--- src/rtl/ysyx_23060201_lsu_if.sv ---
// Bundle of the LSU's EXU request, WBU response and MEM read/write ports.
// The master modport is the environment side; the LSU uses the slave modport.
interface ysyx_23060201_lsu_if;
  logic        req_valid;
  logic        req_ready;
  logic        req_wen;
  logic [2:0]  req_funct3;
  logic [31:0] req_addr;
  logic [31:0] req_wdata;

  logic        resp_valid;
  logic        resp_ready;
  logic [31:0] resp_rdata;
  logic        resp_err;

  logic        mem_ren;
  logic [31:0] mem_raddr;
  logic [7:0]  mem_rmask;
  logic [31:0] mem_rdata;
  logic        mem_wen;
  logic [31:0] mem_waddr;
  logic [7:0]  mem_wmask;
  logic [31:0] mem_wdata;

  modport master (
    output req_valid, req_wen, req_funct3, req_addr, req_wdata,
    output resp_ready,
    output mem_rdata,
    input  req_ready,
    input  resp_valid, resp_rdata, resp_err,
    input  mem_ren, mem_raddr, mem_rmask,
    input  mem_wen, mem_waddr, mem_wmask, mem_wdata
  );

  modport slave (
    input  req_valid, req_wen, req_funct3, req_addr, req_wdata,
    input  resp_ready,
    input  mem_rdata,
    output req_ready,
    output resp_valid, resp_rdata, resp_err,
    output mem_ren, mem_raddr, mem_rmask,
    output mem_wen, mem_waddr, mem_wmask, mem_wdata
  );
endinterface

--- src/rtl/ysyx_23060201_lsu.sv ---
// Load/store unit between EXU and MEM: one access in flight, lane masks,
// store-data lane shift, load extraction/extension, registered WBU response.
//
// state | meaning
// IDLE  | ready for a request
// LOAD  | mem_ren asserted for one cycle
// LWAIT | read data arrives; extract and extend it
// STORE | mem_wen asserted for one cycle
// RESP  | response held until WBU takes it
module ysyx_23060201_lsu #(
  parameter int ADDR_WIDTH = 32,
  parameter int DATA_WIDTH = 32
) (
  input  logic                 clk,
  input  logic                 rst_n,
  ysyx_23060201_lsu_if.slave   bus
);

  typedef enum logic [2:0] {
    S_IDLE  = 3'd0,
    S_LOAD  = 3'd1,
    S_LWAIT = 3'd2,
    S_STORE = 3'd3,
    S_RESP  = 3'd4
  } state_t;

  state_t                  state;
  state_t                  state_nxt;

  logic [ADDR_WIDTH-1:0]   addr_q;
  logic [2:0]              funct3_q;
  logic [DATA_WIDTH-1:0]   wdata_q;
  logic [DATA_WIDTH-1:0]   rdata_q;
  logic                    err_q;

  logic                    accept;
  logic                    req_err;
  logic [1:0]              off;
  logic [3:0]              lane_mask;
  logic [DATA_WIDTH-1:0]   load_shifted;
  logic [DATA_WIDTH-1:0]   load_ext;

  assign accept = bus.req_valid && (state == S_IDLE);
  assign off    = addr_q[1:0];

  // Legality depends on the live request so the error is known at accept.
  always_comb begin
    req_err = 1'b1;
    if (bus.req_wen) begin
      case (bus.req_funct3)
        3'd0:    req_err = 1'b0;
        3'd1:    req_err = bus.req_addr[0];
        3'd2:    req_err = |bus.req_addr[1:0];
        default: req_err = 1'b1;
      endcase
    end else begin
      case (bus.req_funct3)
        3'd0, 3'd4: req_err = 1'b0;
        3'd1, 3'd5: req_err = bus.req_addr[0];
        3'd2:       req_err = |bus.req_addr[1:0];
        default:    req_err = 1'b1;
      endcase
    end
  end

  always_comb begin
    lane_mask = 4'b1111;
    case (funct3_q[1:0])
      2'd0:    lane_mask = 4'b0001 << off;
      2'd1:    lane_mask = 4'b0011 << off;
      default: lane_mask = 4'b1111;
    endcase
  end

  always_comb begin
    load_shifted = bus.mem_rdata >> {off, 3'b000};
    load_ext     = bus.mem_rdata;
    case (funct3_q)
      3'd0: load_ext = {{(DATA_WIDTH-8){load_shifted[7]}},   load_shifted[7:0]};
      3'd1: load_ext = {{(DATA_WIDTH-16){load_shifted[15]}}, load_shifted[15:0]};
      3'd4: load_ext = {{(DATA_WIDTH-8){1'b0}},              load_shifted[7:0]};
      3'd5: load_ext = {{(DATA_WIDTH-16){1'b0}},             load_shifted[15:0]};
      default: load_ext = bus.mem_rdata;
    endcase
  end

  always_comb begin
    state_nxt = state;
    case (state)
      S_IDLE: begin
        if (accept) begin
          if (req_err)          state_nxt = S_RESP;
          else if (bus.req_wen) state_nxt = S_STORE;
          else                  state_nxt = S_LOAD;
        end
      end
      S_LOAD:  state_nxt = S_LWAIT;
      S_LWAIT: state_nxt = S_RESP;
      S_STORE: state_nxt = S_RESP;
      S_RESP:  if (bus.resp_ready) state_nxt = S_IDLE;
      default: state_nxt = S_IDLE;
    endcase
  end

  always_ff @(posedge clk or negedge rst_n) begin
    if (!rst_n) state <= S_IDLE;
    else        state <= state_nxt;
  end

  // rdata_q is cleared at accept so stores and errors answer with zero.
  always_ff @(posedge clk or negedge rst_n) begin
    if (!rst_n) begin
      addr_q   <= '0;
      funct3_q <= '0;
      wdata_q  <= '0;
      rdata_q  <= '0;
      err_q    <= 1'b0;
    end else if (accept) begin
      addr_q   <= bus.req_addr;
      funct3_q <= bus.req_funct3;
      wdata_q  <= bus.req_wdata;
      rdata_q  <= '0;
      err_q    <= req_err;
    end else if (state == S_LWAIT) begin
      rdata_q  <= load_ext;
    end
  end

  assign bus.req_ready  = (state == S_IDLE);

  assign bus.mem_ren    = (state == S_LOAD);
  assign bus.mem_raddr  = bus.mem_ren ? {addr_q[ADDR_WIDTH-1:2], 2'b00} : '0;
  assign bus.mem_rmask  = bus.mem_ren ? {4'b0000, lane_mask} : 8'h00;

  assign bus.mem_wen    = (state == S_STORE);
  assign bus.mem_waddr  = bus.mem_wen ? {addr_q[ADDR_WIDTH-1:2], 2'b00} : '0;
  assign bus.mem_wmask  = bus.mem_wen ? {4'b0000, lane_mask} : 8'h00;
  assign bus.mem_wdata  = bus.mem_wen ? (wdata_q << {off, 3'b000}) : '0;

  assign bus.resp_valid = (state == S_RESP);
  assign bus.resp_rdata = bus.resp_valid ? rdata_q : '0;
  assign bus.resp_err   = bus.resp_valid && err_q;

endmodule
--- src/flat_wrapper.sv ---
// flat-port wrapper written by rule: the top's interface ports become plain ports
module ysyx_23060201_lsu_flat 
#(
  parameter int ADDR_WIDTH = 32,
  parameter int DATA_WIDTH = 32
)
  (clk, rst_n, bus_req_valid, bus_req_wen, bus_req_funct3, bus_req_addr, bus_req_wdata, bus_resp_ready, bus_mem_rdata, bus_req_ready, bus_resp_valid, bus_resp_rdata, bus_resp_err, bus_mem_ren, bus_mem_raddr, bus_mem_rmask, bus_mem_wen, bus_mem_waddr, bus_mem_wmask, bus_mem_wdata);
  ysyx_23060201_lsu_if bus_i ();
  input  logic clk;
  input  logic rst_n;
  input wire logic [$bits(bus_i.req_valid)-1:0] bus_req_valid;
  input wire logic [$bits(bus_i.req_wen)-1:0] bus_req_wen;
  input wire logic [$bits(bus_i.req_funct3)-1:0] bus_req_funct3;
  input wire logic [$bits(bus_i.req_addr)-1:0] bus_req_addr;
  input wire logic [$bits(bus_i.req_wdata)-1:0] bus_req_wdata;
  input wire logic [$bits(bus_i.resp_ready)-1:0] bus_resp_ready;
  input wire logic [$bits(bus_i.mem_rdata)-1:0] bus_mem_rdata;
  output wire logic [$bits(bus_i.req_ready)-1:0] bus_req_ready;
  output wire logic [$bits(bus_i.resp_valid)-1:0] bus_resp_valid;
  output wire logic [$bits(bus_i.resp_rdata)-1:0] bus_resp_rdata;
  output wire logic [$bits(bus_i.resp_err)-1:0] bus_resp_err;
  output wire logic [$bits(bus_i.mem_ren)-1:0] bus_mem_ren;
  output wire logic [$bits(bus_i.mem_raddr)-1:0] bus_mem_raddr;
  output wire logic [$bits(bus_i.mem_rmask)-1:0] bus_mem_rmask;
  output wire logic [$bits(bus_i.mem_wen)-1:0] bus_mem_wen;
  output wire logic [$bits(bus_i.mem_waddr)-1:0] bus_mem_waddr;
  output wire logic [$bits(bus_i.mem_wmask)-1:0] bus_mem_wmask;
  output wire logic [$bits(bus_i.mem_wdata)-1:0] bus_mem_wdata;
  assign bus_i.req_valid = bus_req_valid;
  assign bus_i.req_wen = bus_req_wen;
  assign bus_i.req_funct3 = bus_req_funct3;
  assign bus_i.req_addr = bus_req_addr;
  assign bus_i.req_wdata = bus_req_wdata;
  assign bus_i.resp_ready = bus_resp_ready;
  assign bus_i.mem_rdata = bus_mem_rdata;
  assign bus_req_ready = bus_i.req_ready;
  assign bus_resp_valid = bus_i.resp_valid;
  assign bus_resp_rdata = bus_i.resp_rdata;
  assign bus_resp_err = bus_i.resp_err;
  assign bus_mem_ren = bus_i.mem_ren;
  assign bus_mem_raddr = bus_i.mem_raddr;
  assign bus_mem_rmask = bus_i.mem_rmask;
  assign bus_mem_wen = bus_i.mem_wen;
  assign bus_mem_waddr = bus_i.mem_waddr;
  assign bus_mem_wmask = bus_i.mem_wmask;
  assign bus_mem_wdata = bus_i.mem_wdata;
  ysyx_23060201_lsu #(.ADDR_WIDTH(ADDR_WIDTH), .DATA_WIDTH(DATA_WIDTH)) u_core (.clk(clk), .rst_n(rst_n), .bus(bus_i));
endmodule
--- config.mk ---
export PLATFORM = sky130hd
export DESIGN_NAME = ysyx_23060201_lsu_flat
export DESIGN_NICKNAME = d
export VERILOG_FILES = /design/src/rtl/ysyx_23060201_lsu_if.sv /design/src/rtl/ysyx_23060201_lsu.sv /design/src/flat_wrapper.sv
export SDC_FILE = /design/constraint.sdc
export NUM_CORES = 1
export LEC_CHECK = 0
export BUFFER_PORTS_ARGS = -buffer_cell sky130_fd_sc_hd__buf_2
export CAP_MARGIN = 30
export CORE_MARGIN = 5
export CORE_UTILIZATION = 52
export DETAILED_ROUTE_END_ITERATION = 12
export PLACE_DENSITY = 0.87
export SETUP_SLACK_MARGIN = 0.1
export SLEW_MARGIN = 20
export SYNTH_ARGS = -nofsm -noshare
export SYNTH_HDL_FRONTEND = slang
export SYNTH_SLANG_ARGS = --single-unit
--- constraint.sdc ---
create_clock -name clk -period 4.1 [get_ports clk]
set_input_delay 0.82 -clock clk [delete_from_list [all_inputs] [get_ports clk]]
set_output_delay 0.82 -clock clk [all_outputs]
set_load 0.01 [all_outputs]
== Yosys cells after proc, flatten, opt, wreduce, memory -nomap -nowiden ==
Index checks and enable logic that the tools add are counted.
Widths: inputs -> output; s select.

* Equality and inequality tests: 14
* Muxes and demuxes: 18
* Shift-type cells: 4
* Reduce and logical (&&, ||, !) cells: 12

{| class="wikitable"
|+ Operators by type and width
! cell !! count
|-
| $mux 32 || 6
|-
| $pmux 32 s4 || 1
|-
| $shl 32x5->32 || 1
|-
| $shr 32x5->16 || 1
|-
| $eq 3x3->1 const B || 5
|-
| $pmux 3 s4 || 1
|-
| $eq 3x1->1 const B || 3
|-
| $eq 3x2->1 const B || 3
|-
| $logic_not 3->1 || 3
|-
| $mux 3 || 3
|-
| $mux 4 || 2
|-
| $pmux 4 s2 || 1
|-
| $reduce_or 2->1 || 4
|-
| $pmux 1 s3 || 2
|-
| $shl 1x2->4 const A || 1
|-
| $shl 2x2->4 const A || 1
|-
| $eq 2x1->1 const B || 1
|-
| $logic_and 1x1->1 || 2
|-
| $logic_not 2->1 || 1
|-
| $mux 2 || 1
|-
| $ne 2x1->1 const B || 1
|-
| $ne 2x2->1 const B || 1
|-
| $reduce_and 2->1 || 1
|-
| $reduce_bool 2->1 || 1
|-
| $mux 1 || 1
|}

* Bits in registers: 103
* Output and inout port bits: 149
* Logic and storage cells: 54

== Depth between registers and ports, before layout ==
Gate-level depths: netlist of the first run.

* Depth after elaboration: 7
* Mapped depth: 8

== Worst setup path before layout of the first run ==
Ideal clock, no wire load.

* Kind: register to output
* Start: reg u_core.state[2]
* End: out bus_mem_raddr[22]
* Data required time: 3,280 ps
* Arrival time: 1,662 ps
* Path buffers: 3
* Setup slack: 1,618 ps
* Cell stages (with the launch flop): 7
* Path through: dfrtp_1 > clkbuf_2 > or3_2 > clkbuf_1 > inv_1 > clkbuf_1 > and2_1

* Cells in the longest elaborated chain, start to end: 2

{| class="wikitable"
|+ RTL lines
! what !! line !! text
|-
| start: declaration || ysyx_23060201_lsu.sv:27 || <nowiki>state_t state;</nowiki>
|-
| start signal: assignment || ysyx_23060201_lsu.sv:107 || <nowiki>else state <= state_nxt;</nowiki>
|-
| $eq 3x1->1 || ysyx_23060201_lsu.sv:131 || <nowiki>assign bus.mem_ren = (state == S_LOAD);</nowiki>
|-
| named net bus_mem_ren || flat_wrapper.sv:22 || <nowiki>output wire logic [$bits(bus_i.mem_ren)-1:0] bus_mem_ren;</nowiki>
|-
| $mux 32 || ysyx_23060201_lsu.sv:132 || <nowiki>assign bus.mem_raddr = bus.mem_ren ? {addr_q[ADDR_WIDTH-1:2], 2'b00} : '0;</nowiki>
|-
| end: declaration || flat_wrapper.sv:23 || <nowiki>output wire logic [$bits(bus_i.mem_raddr)-1:0] bus_mem_raddr;</nowiki>
|}

The timed path passes the listed nets, and every way through them passes these cells.

== Worst setup path in the final report of the first run ==
* Start: reg u_core.state[2]
* End: out bus_mem_wdata[7]

* Cells in the longest elaborated chain, start to end: 2

{| class="wikitable"
|+ RTL lines
! what !! line !! text
|-
| $eq 3x2->1 || ysyx_23060201_lsu.sv:135 || <nowiki>assign bus.mem_wen = (state == S_STORE);</nowiki>
|-
| $mux 32 || ysyx_23060201_lsu.sv:138 || <nowiki>assign bus.mem_wdata = bus.mem_wen ? (wdata_q << {off, 3'b000}) : '0;</nowiki>
|-
| end: declaration || flat_wrapper.sv:28 || <nowiki>output wire logic [$bits(bus_i.mem_wdata)-1:0] bus_mem_wdata;</nowiki>
|}

Every way passes these cells.

==> results of run 1 <==
[through the flow]
stage	setup WS [ns]	power, uW	hold WS [ns]	std cells	instance area, sq um
final	0.602	4170	0.444	1063	7250
after global routing	0.311	4500	0.478	1062	7250
after CTS	0.543	4180	0.447	1062	7250
after detailed placement	0.944	3510	0.459	1046	7040
after global placement	1.03	3430	0.454	1045	7020
after floorplan	1.62	2970	0.438	717	5840
[kinds of logic (layout without fill, tap and decap cells)]
| logic type | Yosys count | in the layout | synth area share, % |
|---|---|---|---|
| AO/OA/AOI/OAI | 105 | 105 | 13.5 |
| buffers and inverters | 69 | 274 | 5.54 |
| flip-flops | 103 | 103 | 44.4 |
| multiplexers | 25 | 25 | 4.34 |
| other | 1 | 13 | 0.0647 |
| AND/OR/NAND/NOR | 403 | 403 | 32.1 |
[registers in the layout, summed over array words and instances (netlist names)]
register,cells
u_core.addr_q,32
u_core.wdata_q,32
u_core.funct3_q,3
u_core.err_q,1
u_core.rdata_q,32
u_core.state,3
[cell type report]
type                    instances  area (sq um)
repair buffers                252          1290
multi-input cells             545          2970
clock inverters                 7          91.3
clock buffers                   9           124
flip-flops and latches        103          2580
diodes                          1          2.50
inverters                       6          22.5
well taps                     140           175
fillers                       946          3630
[power by group through the flow]
stage               Sequential (uW)  Combinational (uW)  Clock (uW)
global placement               1840                1590           0
CTS                            1840                1650         689
floorplan                      1670                1300           0
global route                   1910                1850         734
finish                         1840                1650         680
detailed placement             1860                1650           0
[path summary, 6_finish.rpt]
| kind | startpoint | endpoint | slack (ns) | cells after the start |
|---|---|---|---|---|
| hold / removal | rst_n | u_core.rdata_q[26]$_DFFE_PN0P_ | 0.44 | 1 |
| setup / recovery | u_core.state[2]$_DFFE_PN0P_ | bus_mem_wdata[7] | 0.60 | 8 |
| max in group asynchronous | rst_n | u_core.wdata_q[17]$_DFFE_PN0P_ | 2.80 | 2 |
| min in group clk | u_core.err_q$_DFFE_PN0P_ | u_core.err_q$_DFFE_PN0P_ | 0.48 | 2 |
| hold reg to reg | u_core.err_q$_DFFE_PN0P_ | u_core.err_q$_DFFE_PN0P_ | 0.48 | 2 |
| setup reg to reg | u_core.addr_q[1]$_DFFE_PN0P_ | u_core.rdata_q[21]$_DFFE_PN0P_ | 1.67 | 5 |
[worst max-delay path, cell delays in order (launching register included)]
cell      delay, ns
dfrtp_1        0.49
nand3b_1       0.20
buf_4          0.22
inv_1          0.07
buf_4          0.26
nand2b_1       0.28
nor2_1         0.48
and2_1         0.20
buf_2          0.12
[synthesized netlist by cell type, types with 2 or more instances]
master / count / area [sq um]
a211oi_1: 17 / 128
a21oi_1: 15 / 75.1
a221o_2: 16 / 180
a32oi_1: 2 / 17.5
and2_1: 102 / 638
buf_2: 7 / 35.0
buf_4: 12 / 90.1
clkbuf_1: 41 / 154
dfrtp_1: 103 / 2580
inv_1: 6 / 22.5
mux2i_1: 24 / 240
nand2_1: 226 / 848
nand2b_1: 11 / 68.8
nor2_1: 43 / 161
nor2b_1: 11 / 68.8
nor3b_1: 2 / 15.0
o2111ai_1: 7 / 61.3
o211ai_1: 7 / 52.6
o21ai_0: 25 / 125
o2bb2ai_1: 7 / 61.3
[per-layer routing]
metal	global-route usage [%]	part of all wire (%)
met3	6.01	9.5
met5	0	0
met2	41.0	50
met4	7.90	1.6
met1	32.7	39
==> results.yml, run 1 <==
floorplan:
  num_io_pins: 253
  rows: 38
  die_h_um: 116
  start_util_pct: 53.3
  core_sq_mm: 0.0109
  die_width_um: 116
  dieArea_sq_mm: 0.0134
clocking:
  cts-htree-levels: 3
  clkTransAtPathRegs_ns: 0.11
  cts_tree: "yes"
  cts.path.max_buffers: 2
  postCtsSetupBuffers: 0
  cts_buffers: 9
  cts_sinks: 103
  clock-root-buffer: "clkbuf_8"
  hold_buffers: 0
  ctsResizeCount: 0
  clock_latency_ns: 0.37
critical_path:
  worstSetupPathType: "reg2out"
  crit_fanout: 32
  cp.arrival_ns: 2.68
  crit_path_start_kind: "flip-flop"
  cp-end-kind: "primary output"
  cp.required_ns: 3.28
drt:
  detailroute.via_count: 5616
  drt_iter0_markers: 534
  post-route-drc-count: 0
  routedWlPerCell_um: 16.0
  ant_nets: 0
  totalWireLength_um: 17000
  drtPass1Iterations: 5
  via_per_inst: 5.28
sta:
  period_minus_slack_ns: 3.50
  drv_slew: 0
  rsz0062_at_grt: "false"
  fin_worst_skew_ns: 0.0143
  finalCritPeriodShare_pct: 85.3
  setup_tns_ns: 0
  relSlewSlack_pct: 43.6
  finalSetupViolations: 0
  finalHoldViolCount: 0
  tightest_slew_ns: 0.845
  fmax_mhz: 286
synth:
  yosysWarnings: 0
  async_flop_share_pct: 100
  synth_edf_count: 0
  ys_ff_latch: 103
  synth_cell_types: 42
  synthCells: 706
  avgSynthCellArea_sq_um: 8.21
  ys_seq_area_share_pct: 44.4
  synthFlopType: "dfrtp_1"
  syn-cell-area_sq_mm: 0.00580
power_and_ir_drop:
  powerDensity_mw_per_mm2: 575
  p_int_uw: 2400
  leakage_uw: 0.00405
  clkPwrFrac_pct: 16.3
  combPwrFrac_pct: 39.5
  p_sw_share_pct: 42.5
  peakVddDrop_uv: 332
  pwr-share-seq_pct: 44.2
  power_switching_uw: 1770
cells_and_area:
  mostFrequentLayoutCells: "239 x buf_2, 225 x nand2_1, 101 x and2_1, 101 x dfrtp_1, 43 x nor2_1"
  area_growth_pct: 25.1
  post-route-util_pct: 66.6
  final_common_cell: "buf_2"
  nNetsFinal: 1021
  drive_gt1_share_pct: 32.2
global_routing:
  gr-usage-all-layers_pct: 24.9
  grt_pass1_wl_um: 26500
  grt_max_degree: 57
  grt_overflow: 0
  grt_antenna_before_repair: 0
  grt_pass1_vias: 5259
placed_design:
  routabilityCongestion: 0.849
  hpwl_um: 12600
  portBuffers: 240
status:
  status: "complete, no violations"
job:
  drv_cap: 0
worst_hold_path:
  hold_class: "in2async"
Power figures use the tool's default switching activity.
==> run 2, diff against run 1 <==
- ABC_AREA: default -> 1
- CTS_CLUSTER_SIZE: default -> 8
- PLACE_DENSITY: 0.87 -> 0.86
- REMOVE_ABC_BUFFERS: default -> 1
==> run 2 against run 1 <==
First-iteration DRC count down 25%. Utilization down 0.75 points. Sequential share of layout area down 0.85 points. Fmax up 3.5%. Cell count up 9.2%. Sequential power down 3%. Clock-buffer cell count up 1.
==> results.yml, run 2 <==
status:
  status: "complete, no violations"
global_routing:
  grt_pass1_wl_um: 27600
  grt_max_degree: 104
  grt_antenna_before_repair: 0
  gr-usage-all-layers_pct: 25.7
  grt_pass1_vias: 5725
  grt_overflow: 0
critical_path:
  cp.arrival_ns: 2.56
  worstSetupPathType: "reg2out"
  cp-end-kind: "primary output"
  cp.required_ns: 3.28
  crit_fanout: 24
  crit_path_start_kind: "flip-flop"
sta:
  fmax_mhz: 296
  finalCritPeriodShare_pct: 82.5
  drv_slew: 0
  period_minus_slack_ns: 3.38
  finalSetupViolations: 0
  relSlewSlack_pct: 48.0
  setup_tns_ns: 0
  setup_ws_ns: 0.719
  timing.hold.ws_ns: 0.482
  fin_worst_skew_ns: 0.00630
  rsz0062_at_grt: "false"
  finalHoldViolCount: 0
  tightest_slew_ns: 0.775
synth:
  synth_area_leaders: "dfrtp_1 44%, nor2_1 11%, nand2_1 8.8%"
  avgSynthCellArea_sq_um: 7.41
  synth_top_area_share_pct: 43.6
  ys_seq_area_share_pct: 43.6
  synthCells: 797
  synth_commonest_cells: "171 x nor2_1, 138 x nand2_1, 103 x dfrtp_1"
  syn-cell-area_sq_mm: 0.00591
  synth_most_common_cell: "nor2_1"
  ys_ff_latch: 103
  synth_edf_count: 0
  synthFlopType: "dfrtp_1"
  synth_cell_types: 31
  async_flop_share_pct: 100
  synth.largest_area_cell: "dfrtp_1"
  yosysWarnings: 0
clocking:
  ctsResizeCount: 0
  cts-htree-levels: 3
  clock_latency_ns: 0.34
  clkTransAtPathRegs_ns: 0.08
  clock-root-buffer: "clkbuf_16"
  cts_buffers: 9
  postCtsSetupBuffers: 0
  cts.path.max_buffers: 2
  hold_buffers: 0
  cts_sinks: 103
  cts_tree: "yes"
placed_design:
  portBuffers: 240
  routabilityCongestion: 0.884
  hpwl_um: 13200
  post-place-ws_ns: 1.14
  placed_cells: 1144
cells_and_area:
  nNetsFinal: 1117
  reg_top3: "u_core.addr_q x32, u_core.rdata_q x32, u_core.wdata_q x32"
  area_growth_pct: 25.7
  stdcell_count: 1161
  final_common_cell: "buf_2"
  drive_gt1_share_pct: 32.0
  mostFrequentLayoutCells: "239 x buf_2, 170 x nor2_1, 138 x nand2_1, 103 x dfrtp_1, 93 x inv_1"
  antenna_cells: 0
drt:
  post-route-drc-count: 0
  drtPass1Iterations: 5
  totalWireLength_um: 17800
  detailroute.via_count: 6006
  ant_nets: 0
  routedWlPerCell_um: 15.4
  via_per_inst: 5.17
  drt_iter0_markers: 401
floorplan:
  die_width_um: 117
  dieArea_sq_mm: 0.0136
  start_util_pct: 52.4
  die_h_um: 117
  core_sq_mm: 0.0113
  rows: 39
  num_io_pins: 253
power_and_ir_drop:
  leakage_uw: 0.00423
  total_power_uw: 5050
  peakVddDrop_uv: 447
  powerDensity_mw_per_mm2: 681
worst_hold_path:
  hold_class: "reg2reg"
job:
  drv_cap: 0
==> run 2: layout make-up <==
type                       count  area, sq um
tap                          143          179
inverter                     101          379
clock buffer                  10          239
timing repair buffer         252         1330
fill                         995         3850
clock inverter                 6         76.3
multi-input combinational    546         2640
sequential                   103         2580
==> run 2: logic make-up after synthesis <==
group,after synthesis,share of synthesized area (%)
DFF,103,43.6
AOI/OAI and AO/OA,147,14.1
and+or+nand+nor,364,25.5
other,1,0.0635
muxes,23,4.38
buffers and inverters,159,12.4
==> run 2: final timing paths <==
check / startpoint / endpoint / slack (ns) / depth (start not counted)
worst min register to register: u_core.rdata_q[26]$_DFFE_PN0P_ / u_core.rdata_q[26]$_DFFE_PN0P_ / 0.48 / 2
max in group asynchronous: rst_n / u_core.rdata_q[29]$_DFFE_PN0P_ / 3.14 / 2
worst max-delay path: u_core.state[2]$_DFFE_PN0P_ / bus_mem_wdata[6] / 0.72 / 8
worst min-delay path: u_core.rdata_q[26]$_DFFE_PN0P_ / u_core.rdata_q[26]$_DFFE_PN0P_ / 0.48 / 2
worst max register to register: u_core.addr_q[0]$_DFFE_PN0P_ / u_core.rdata_q[6]$_DFFE_PN0P_ / 1.73 / 8
min in group asynchronous: rst_n / u_core.wdata_q[8]$_DFFE_PN0P_ / 0.52 / 2
==> run 2: routing by layer <==
metal  vias up  global-route usage, %  routed length, um
met2       279                   45.5               9000
met5         -                      0                  0
li1       2904                      -                  -
met4         0                   7.42                380
met1      2798                   31.3               6830
met3        25                   5.85               1620
==> run 2: stage by stage <==
step | cell area [sq um] | util, %
global route | 7430 | 65.9
CTS | 7410 | 65.8
global placement | 7050 | 62.6
finish | 7430 | 65.9
detailed placement | 7100 | 63.0
floorplan | 5600 | -
==> run 2: power by group <==
part,total [uW],leakage [uW],internal [uW],switching (uW)
Combinational,2370,0.00283,831,1540
Clock,898,0.000149,500,397
Sequential,1780,0.00124,1490,290
Total,5050,0.00423,2820,2230
==> run 2: worst max-delay path: stages, from the launching register on <==
cell and delay (ns):
dfrtp_1 0.40, inv_1 0.06, nand2_1 0.08, nor2_1 0.10
buf_4 0.18, clkinv_1 0.63, buf_4 0.45, nor3_1 0.15
buf_2 0.16
